<file path="config.mk">
export PLATFORM = sky130hd
export DESIGN_NAME = mem_arbiter
export DESIGN_NICKNAME = d
export VERILOG_FILES = /design/src/rtl/mem_arbiter.sv
export SDC_FILE = /design/constraint.sdc
export NUM_CORES = 1
export LEC_CHECK = 0
export BUFFER_PORTS_ARGS = -buffer_cell sky130_fd_sc_hd__buf_2
export CAP_MARGIN = 20
export CORE_AREA = 2 2 116 118
export CTS_BUF_LIST = sky130_fd_sc_hd__clkbuf_4 sky130_fd_sc_hd__clkbuf_8
export CTS_CLUSTER_DIAMETER = 120
export DETAILED_ROUTE_END_ITERATION = 6
export DIE_AREA = 0 0 118 120
export PLACE_DENSITY = 0.89
export RECOVER_POWER = 50
export SYNTH_ARGS = -nofsm -noshare
export SYNTH_HDL_FRONTEND = slang
export SYNTH_SLANG_ARGS = --single-unit
</file>
<file path="constraint.sdc">
create_clock -name clk -period 5.96 [get_ports clk]
set_clock_uncertainty 0.15 [all_clocks]
set_input_delay 0.298 -clock clk [delete_from_list [all_inputs] [get_ports clk]]
set_output_delay 0.298 -clock clk [all_outputs]
set_load 0.02 [all_outputs]
</file>
<file path="src/rtl/mem_arbiter.sv">
// mem_arbiter: shares one variable-latency memory between fetch and data ports, data first with a fetch starvation guard
module mem_arbiter #(
  parameter int ADDR_W       = 32,
  parameter int DATA_W       = 32,
  parameter int STARVE_LIMIT = 4
) (
  input  logic              clk,
  input  logic              rst,
  input  logic              if_req,
  input  logic [ADDR_W-1:0] if_addr,
  output logic              if_ack,
  output logic [DATA_W-1:0] if_rdata,
  input  logic              d_req,
  input  logic              d_we,
  input  logic [ADDR_W-1:0] d_addr,
  input  logic [DATA_W-1:0] d_wdata,
  input  logic [2:0]        d_funct3,
  output logic              d_ack,
  output logic [DATA_W-1:0] d_rdata,
  output logic              mem_req,
  output logic              mem_we,
  output logic [ADDR_W-1:0] mem_addr,
  output logic [DATA_W-1:0] mem_wdata,
  output logic [2:0]        mem_funct3,
  input  logic [DATA_W-1:0] mem_rdata,
  input  logic              mem_ready
);
  localparam int CW = $clog2(STARVE_LIMIT + 1);
  localparam logic [CW-1:0] LIMIT = CW'(STARVE_LIMIT);
  typedef enum logic [1:0] {IDLE, BUSY, ACK} state_t;
  state_t state, state_nx;
  logic owner_d;
  logic [CW-1:0] starve_cnt;
  logic grant_d, grant_if;
  // data wins unless fetch has already waited through STARVE_LIMIT data grants
  always_comb begin
    grant_d  = d_req && !(if_req && starve_cnt == LIMIT);
    grant_if = if_req && !grant_d;
    state_nx = state == IDLE ? ((if_req || d_req) ? BUSY : IDLE) :
               state == BUSY ? (mem_ready ? ACK : BUSY) : IDLE;
  end
  // state register
  always_ff @(posedge clk or posedge rst)
    if (rst) state <= IDLE;
    else     state <= state_nx;
  // memory request, ack pulses, read data capture and starvation counter
  always_ff @(posedge clk or posedge rst)
    if (rst) begin
      owner_d    <= 1'b0;
      starve_cnt <= '0;
      mem_req    <= 1'b0;
      mem_we     <= 1'b0;
      mem_addr   <= '0;
      mem_wdata  <= '0;
      mem_funct3 <= '0;
      if_ack     <= 1'b0;
      d_ack      <= 1'b0;
      if_rdata   <= '0;
      d_rdata    <= '0;
    end else begin
      if_ack <= 1'b0;
      d_ack  <= 1'b0;
      if (state == IDLE) begin
        starve_cnt <= (grant_d && if_req) ? ((starve_cnt == LIMIT) ? LIMIT : starve_cnt + CW'(1)) : '0;
        if (grant_d || grant_if) begin
          owner_d    <= grant_d;
          mem_req    <= 1'b1;
          mem_we     <= grant_d && d_we;
          mem_addr   <= grant_d ? d_addr : if_addr;
          mem_wdata  <= grant_d ? d_wdata : '0;
          mem_funct3 <= grant_d ? d_funct3 : 3'b010;
        end
      end else if (state == BUSY && mem_ready) begin
        mem_req <= 1'b0;
        mem_we  <= 1'b0;
        if (owner_d) begin
          d_ack <= 1'b1;
          if (!mem_we) d_rdata <= mem_rdata;
        end else begin
          if_ack   <= 1'b1;
          if_rdata <= mem_rdata;
        end
      end
    end
endmodule

</file>
==> metrics.csv, run 1 <==
metric,value,unit
post_dp_cell_area,7533,um^2
num-nets-final,1008,
numCtsBuffers,17,
synth-async-reset-ratio,1.000,
area_growth,48.05,%
rows,42,
finalSetupViolCount,0,
layout_min_cycle_time,3644,ps
grt_pass1_wl,32070,um
final_max_slew_viol_count,90,
worst-endpoint-required,6320,ps
synth-main-ff-cell,dfrtp_1,
die_w,118,um
crit_type,input port to async pin,
slew_headroom,-1.612,
final_area,9117,um^2
cpLargestDelayFamily,buffers and inverters,
r2r-end,mem_addr[27],
vias,5810,
grt_usage,0.2903,
routedWlPerCell,19.25,um
netlist-cell-type-count,30,
crit_slowest_cell,clkinvlp_2,
drtIter0Drc,472,
finalHoldWorstSlack,29.67,ps
initial_utilization,0.4745,
hold_path.class,input port to flip-flop,
crit_buf_inv,4,
die_y,120,um
ys_warn_count,0,
syn_area_per_cell,12.62,um^2
clkSinkCount,141,
clk_pin_slew,70,ps
leakagePower,4.026,nW
synthTopCellsByArea,"dfrtp_1, mux2_2, o221ai_2",
setup_tns,0,ps
syn_nets,627,
worstHoldStart,if_req,
worstHoldPathCells,3,
syn_inst,488,
post_cts_buffers,0,
synth_edf_count,0,
p_sw,2.124,mW
max_stage_delay,2160,ps
ff2ff_setup_slack,2630,ps
place_hpwl,11000,um
mostFrequentLayoutCell,buf_2,
drv_cap,1,
worstPathCellList,dlygate4sd3_1 > clkbuf_1 > clkinvlp_2 > buf_4,
drc_errors,0,
core,12980,um^2
drive_gt1_frac,0.3265,
endpoint_kind,async pin,
vdd.ir_drop.worst,274.0,uV
synth_largest_area_cell,dfrtp_1,
grt_max_degree,108,
seqPwrFrac,0.355,
cp-start-kind,input port,
finalCritPeriodShare,0.6113,
synth_seq_cells,141,
antenna_cells,0,
hold_viol_final,0,
drt.antenna.violating_nets,0,
p_int,2.762,mW
pin_count,272,
fmax,274.5,MHz
via_per_inst,5.491,
power.density,535.9,nW/um^2
crit_fanout,89,
antenna_found_initial,1,
routed_wirelength,20370,um
worst_pin_slew,3897,ps
io_buffer_count,271,
cts_resized,0,
rsz0062_at_grt,no,
rr_worst_depth,6,
first_pass_iters,7,
min_to,starve_cnt[1],
p_sw_frac,0.4347,
clkPwrFrac,0.160,
design.die.area,14160,um^2
layout_common_cells,"buf_2, dfrtp_1, dlygate4sd3_1",
synth_seq_area_share,0.5729,
routabilityCongestion,0.7960,
cts_tree,yes,
synth_top_area_share,0.5729,
grt_pass1_vias,6060,
r2r-start,starve_cnt[0],
worst_ep_arrival_time,4010,ps
violations,"max-capacitance violations, max-slew violations",
status,"finished, violations left",
cts-htree-levels,4,
cts_buffer_depth,2,
p_comb_frac,0.484,
syn_area,6158,um^2
clock_latency,430,ps
grt_overflow,0,
root_buffer,clkbuf_8,
[per-layer routing]
metal  vias up  global-route usage  routed length (um)
met2       334              0.5214               10500
met3        64             0.07367                1423
li1       2569                   -                   -
met1      2841              0.3296                7781
met4         2              0.1197                 649
met5         -                   0                  11
[worst max-delay path by stage]
stage / start / end / cells past startpoint
3_5_place_dp: starve_cnt[0] / mem_wdata[0] / 5
6_report: rst / if_rdata[5] / 4
4_1_cts: starve_cnt[0] / mem_addr[28] / 6
3_3_place_gp: starve_cnt[0] / mem_wdata[19] / 5
2_1_floorplan: rst / d_ack / 1
5_1_grt: rst / if_rdata[5] / 4
[sequential cells by signal, indices dropped and copies added (netlist names), 2 cells and up]
name and flops:
state 2, d_rdata 32, if_rdata 32, mem_funct3 3
starve_cnt 3, mem_addr 32, mem_wdata 32
[cell usage after synthesis (2+ instances only)]
| library cell | count |
|---|---|
| and2_1 | 2 |
| o221ai_1 | 5 |
| o21ai_1 | 2 |
| buf_4 | 3 |
| mux2_2 | 62 |
| clkbuf_1 | 20 |
| nand3_1 | 68 |
| ha_1 | 2 |
| o21ai_0 | 2 |
| o2bb2ai_1 | 34 |
| buf_6 | 7 |
| mux2_1 | 2 |
| nor2_2 | 2 |
| a21oi_1 | 3 |
| buf_2 | 16 |
| o221ai_2 | 27 |
| inv_1 | 38 |
| dfrtp_1 | 141 |
| nand2_1 | 8 |
| nand4_1 | 34 |
[cell families (layout without fill, tap and decap cells)]
family,Yosys count,after routing,synth area share
adders and majority gates,2,2,0.004063
and+or+nand+nor,121,121,0.1097
AOI/OAI and AO/OA,76,76,0.1315
DFF,141,141,0.5729
buffers and inverters,84,478,0.06481
muxes,64,64,0.1170
[metrics by stage]
stage          setup slack, ps  power [mW]  std cells  utilization
3_5_place_dp              3058       3.907        894       0.5804
6_report                  2316       4.886       1058       0.7024
3_3_place_gp              3190       3.838        894       0.5804
5_1_grt                   1679       5.151       1058       0.7024
4_1_cts                   2624       4.910       1057       0.7130
2_1_floorplan             1731       3.209        488            -
[power groups by stage]
stage | clock network, mW | registers, mW | logic (mW)
floorplan | 0 | 2.26 | 0.948
global placement | 0 | 1.69 | 2.15
detailed placement | 0 | 1.71 | 2.20
CTS | 0.796 | 1.69 | 2.42
global route | 0.844 | 1.78 | 2.52
finish | 0.783 | 1.74 | 2.37
[final cells by class]
cell class	instances	area, um^2
timing repair buffer	408	2584
clock inverter	12	135.1
fill	953	3862
sequential	141	3528
inverter	38	143.9
multi-input combinational	263	2231
clock buffer	20	275.3
tap	176	220.2
[repair_timing]
item / CTS / global route
hold buffers: 131 / 0
endpoints found under the hold margin: 221 / 0
setup endpoints to repair: 0 / 0
[worst reg2reg max path, stage by stage (launching register included)]
cell and delay (ps):
dfrtp_1 370, inv_1 60, ha_1 230, nand3_2 550, and2_2 960, o221ai_1 270
dlygate4sd3_1 620
Note: power is estimated with default switching activity, not from simulation.
==> inputs of run 2 (changes only) <==
Settings changed: ABC_AREA from default to 1, CORE_AREA 2 2 116 118 to 2 2 121 123, DIE_AREA 0 0 118 120 to 0 0 123 125, PLACE_DENSITY 0.89 to 0.86.
Clock period 5.96 ns to 3.05 ns, I/O delays scaled along.
==> metrics.csv, run 2 <==
metric,value,unit
routabilityCongestion,0.7722,
fillerInstances,1122,
post_cts_buffers,0,
synth-main-ff-cell,dfrtp_1,
numCtsBuffers,17,
routedWlPerCell,15.16,um
drive_gt1_frac,0.2224,
hold_viol_final,0,
setup_tns,0,ps
initial_utilization,0.4310,
worst_ep_arrival_time,2960,ps
synth_compound_area_frac,0.03352,
cts_tree,yes,
clkSinkCount,141,
first_pass_iters,5,
violations,"max-capacitance violations, max-slew violations",
cts_buffer_depth,2,
grt_pass1_vias,6804,
endpoint_kind,flip-flop,
synth-async-reset-ratio,1.000,
status,"finished, violations left",
clkPwrFrac,0.183,
core,14200,um^2
cts-htree-levels,4,
crit_slowest_cell,o21ai_4,
fmax,358.8,MHz
grt_pass1_wl,32200,um
pin_count,272,
cp-start-kind,input port,
p_sw,3.977,mW
num-nets-final,1277,
syn_area,6122,um^2
worst_pin_slew,1912,ps
clk_pin_slew,80,ps
synth.mux.area_fraction,0,
grt_usage,0.2670,
rr_worst_depth,6,
area_growth,51.20,%
drc_errors,0,
ys_warn_count,0,
worstPathCellList,dlygate4sd3_1 > buf_2 > o21ai_4 > inv_2 > nand3_1 > dlygate4sd3_1 > nand2_1,
drt.antenna.violating_nets,0,
syn_inst,747,
finalCritPeriodShare,0.9138,
max_stage_delay,700,ps
crit_fanout,33,
crit_type,input port to flip-flop,
design.die.area,15380,um^2
syn_nets,886,
via_per_inst,5.028,
stdcell_count,1335,
routed_wirelength,20240,um
place_hpwl,11330,um
power.density,959.5,nW/um^2
p_comb_frac,0.448,
antenna_found_initial,0,
synth_top_area_share,0.5763,
finalSetupViolCount,0,
netlist-cell-type-count,19,
die_y,125,um
leakagePower,5.110,nW
clock_latency,430,ps
grt_overflow,0,
drtIter0Drc,418,
final_max_slew_viol_count,142,
synth_seq_area_share,0.5763,
synth_top_family_by_area,simple AND/OR/NAND/NOR gates,
synth_xor_area_frac,0,
rows,44,
yosysMostFrequentCell,nand2_1,
root_buffer,clkbuf_8,
yosys.area_share.adder,0.004087,
timing.critical_path.mode_cell,dlygate4sd3_1,
drv_cap,1,
io_buffer_count,271,
syn_area_per_cell,8.196,um^2
die_w,123,um
layout_min_cycle_time,2787,ps
slew_headroom,-0.2745,
p_int,4.905,mW
synth_largest_area_cell,dfrtp_1,
p_sw_frac,0.4477,
worst-endpoint-required,3220,ps
rsz0062_at_grt,no,
final_area,9256,um^2
synthTopCellsByCount,"nand2_1, dfrtp_1, nand3_1",
vdd.ir_drop.worst,650.8,uV
synth-simple-area-share,0.3035,
antenna_cells,0,
layout_common_cells,"nand2_1, buf_2, dfrtp_1",
design_power_total,8.882,mW
hold_path.class,input port to flip-flop,
seqPwrFrac,0.369,
synthTopCellsByArea,"dfrtp_1, nand2_1, nand3_1",
worstHoldPathCells,4,
grt_max_degree,142,
vias,6713,
synth_seq_cells,141,
ctsHoldBuffers,135,
synth_edf_count,0,
post_dp_cell_area,7565,um^2
cts_resized,0,
dpl.cell_count,1168,
mostFrequentLayoutCell,nand2_1,
==> run 2: area by class of cell <==
type | count | area [um^2] | area share
repair buffers | 414 | 2684 | 0.2899
clock inverters | 11 | 153.9 | 0.01663
well taps | 184 | 230.2 | 0.02487
clock buffers | 21 | 282.8 | 0.03055
inverters | 74 | 281.5 | 0.03041
multi-input cells | 490 | 2096 | 0.2264
flip-flops and latches | 141 | 3528 | 0.3812
==> run 2: metal layers <==
layer,vias up,share of wire,track usage
met5,-,0,0
met4,0,0.046,0.1564
met3,83,0.077,0.06889
met2,413,0.50,0.4456
met1,3129,0.38,0.3064
li1,3088,-,-
==> run 2: cell families after synthesis <==
| kind of cell | count (synthesis) |
|---|---|
| and+or+nand+nor | 448 |
| DFF | 141 |
| adders and majority gates | 2 |
| buffers and inverters | 116 |
| AOI/OAI and AO/OA | 40 |
==> run 2: path summary, 6_finish.rpt <==
kind	start	slack [ps]	end
min	d_req	150	mem_addr[14]
min reg2reg	d_rdata[30]	330	d_rdata[30]
max	if_req	260	mem_addr[13]
min in group asynchronous	rst	780	mem_addr[25]
max in group asynchronous	rst	700	starve_cnt[2]
max reg2reg	state[0]	480	mem_addr[13]
==> run 2: stage by stage <==
| stage | worst slack (ps) | hold slack [ps] | util |
|---|---|---|---|
| 6_report | 262.8 | 146.5 | 0.6517 |
| 3_3_place_gp | 841.3 | 195.1 | 0.5326 |
| 2_1_floorplan | 984.4 | 109.8 | - |
| 4_1_cts | 373.3 | 109.1 | 0.6585 |
| 5_1_grt | 112.7 | 154.1 | 0.6517 |
| 3_5_place_dp | 656.9 | 202.3 | 0.5326 |
==> run 2: power by group through the flow <==
stage | Sequential [mW] | Combinational, mW | Clock, mW
after detailed placement | 3.24 | 3.79 | 0
final | 3.28 | 3.98 | 1.62
after global routing | 3.37 | 4.35 | 1.75
after floorplan | 4.28 | 1.38 | 0
after global placement | 3.24 | 3.66 | 0
after CTS | 3.24 | 4.04 | 1.66
==> run 2: worst max-delay path: cells and delay by family <==
family                 cells  cell delay (ps)
AOI/OAI and AO/OA          1              700
and+or+nand+nor            2              300
buffers and inverters      4             1780
==> inputs of run 3 (changes only) <==
Settings changed: GPL_TIMING_DRIVEN from default to 0, SKIP_CTS_REPAIR_TIMING from default to 1.
==> metrics.csv, run 3 (synthesis gave the netlist of run 2 again) <==
metric,value,unit
leakagePower,5.055,nW
grt_pass1_wl,26930,um
numCtsBuffers,17,
die_w,123,um
drc_errors,0,
clkSinkCount,141,
cts-htree-levels,4,
num-nets-final,1313,
first_pass_iters,6,
layout_common_cells,"nand2_1, buf_2, dfrtp_1",
design.die.area,15380,um^2
setup_tns,0,ps
initial_utilization,0.4310,
p_comb_frac,0.460,
layout_min_cycle_time,2555,ps
slew_headroom,0.2053,
drtIter0Drc,487,
drive_gt1_frac,0.1988,
final_area,9335,um^2
p_int,4.717,mW
hold_viol_final,2,
hold_path.class,input port to flip-flop,
area_growth,52.48,%
seqPwrFrac,0.374,
routedWlPerCell,15.60,um
endpoint_kind,flip-flop,
r2r-start,starve_cnt[0],
io_buffer_count,270,
grt_overflow,0,
worstHoldStart,d_req,
clkPwrFrac,0.166,
place_hpwl,12640,um
grt_max_degree,43,
violations,negative hold slack,
drv_cap,0,
core,14200,um^2
via_per_inst,5.055,
finalCritPeriodShare,0.8376,
post_dp_cell_area,7767,um^2
worst_pin_slew,1185,ps
grt_pass1_vias,5714,
status,"finished, violations left",
rows,44,
die_y,125,um
utilization,0.6572,
power.density,946.0,nW/um^2
rsz0062_at_grt,no,
cts_buffer_depth,2,
crit_start,starve_cnt[0],
mostFrequentLayoutCell,nand2_1,
pin_count,272,
final_max_slew_viol_count,0,
clk_pin_slew,80,ps
cp-start-kind,flip-flop,
crit_fanout,10,
fmax,391.4,MHz
worst-endpoint-required,3240,ps
antenna_cells,0,
root_buffer,clkbuf_8,
routabilityCongestion,0.7952,
p_sw_frac,0.4659,
vias,6930,
drt.antenna.violating_nets,0,
vdd.ir_drop.worst,502.0,uV
finalHoldWorstSlack,-6.000,ps
worst_ep_arrival_time,2740,ps
cts_tree,yes,
clock_latency,450,ps
antenna_found_initial,0,
p_sw,4.114,mW
fillerInstances,1114,
grt_usage,0.2213,
crit_type,flip-flop to flip-flop,
finalSetupViolCount,0,
routed_wirelength,21390,um
[run 3: cell count changes in the layout (fill, tap and decap cells not counted), sizes merged]
| cell | change |
|---|---|
| buf | -21 |
| clkinvlp | +3 |
| bufinv | -2 |
| clkbuf | +55 |
| inv | +3 |
| clkinv | -2 |
[run 3: worst paths after layout]
| path | to | slack [ps] | cells after the start |
|---|---|---|---|
| setup / recovery | mem_addr[6] | 500 | 9 |
| hold / removal | starve_cnt[1] | -6 | 3 |
| setup reg to reg | mem_addr[6] | 500 | 9 |
| hold reg to reg | d_rdata[12] | 330 | 2 |
| max in group asynchronous | if_rdata[7] | 850 | 4 |
| min in group asynchronous | d_rdata[20] | 350 | 3 |
[run 3: power groups by stage]
stage	clock network (mW)	registers (mW)	logic, mW
3_5_place_dp	0	3.26	3.89
4_1_cts	1.50	3.25	3.89
6_report	1.46	3.31	4.06
5_1_grt	1.57	3.39	4.44
3_3_place_gp	0	3.24	3.79
2_1_floorplan	0	4.28	1.38
[run 3: per-stage QoR]
| stage | worst slack (ps) | std cells | total power, mW |
|---|---|---|---|
| finish | 495.4 | 1371 | 8.831 |
| CTS | 979.7 | 1236 | 8.639 |
| global placement | 118.5 | 1201 | 7.030 |
| detailed placement | 995.7 | 1204 | 7.154 |
| global route | 300.2 | 1371 | 9.400 |
| floorplan | 984.4 | 747 | 5.655 |
[run 3: final cells by class]
class / instances / area, um^2 / area share
flip-flops and latches: 141 / 3528 / 0.3780
repair buffers: 408 / 2597 / 0.2782
multi-input cells: 490 / 2088 / 0.2237
inverters: 74 / 279.0 / 0.02989
clock buffers: 19 / 255.2 / 0.02734
well taps: 184 / 230.2 / 0.02466
plain buffers: 42 / 227.7 / 0.02439
clock inverters: 13 / 128.9 / 0.01381
[run 3: per-layer routing]
| metal | share of wire | global-route usage |
|---|---|---|
| met1 | 0.38 | 0.2679 |
| met2 | 0.50 | 0.3786 |
| met3 | 0.080 | 0.05885 |
| met4 | 0.038 | 0.07687 |
| met5 | 0 | 0 |
[run 3: critical path, stage by stage, from the launching register on]
cell	delay, ps
dfrtp_1	390
inv_1	100
ha_1	190
nand3_1	240
nand2_2	270
buf_2	290
nand2_1	100
nand3_1	80
dlygate4sd3_1	560
nand2_1	70
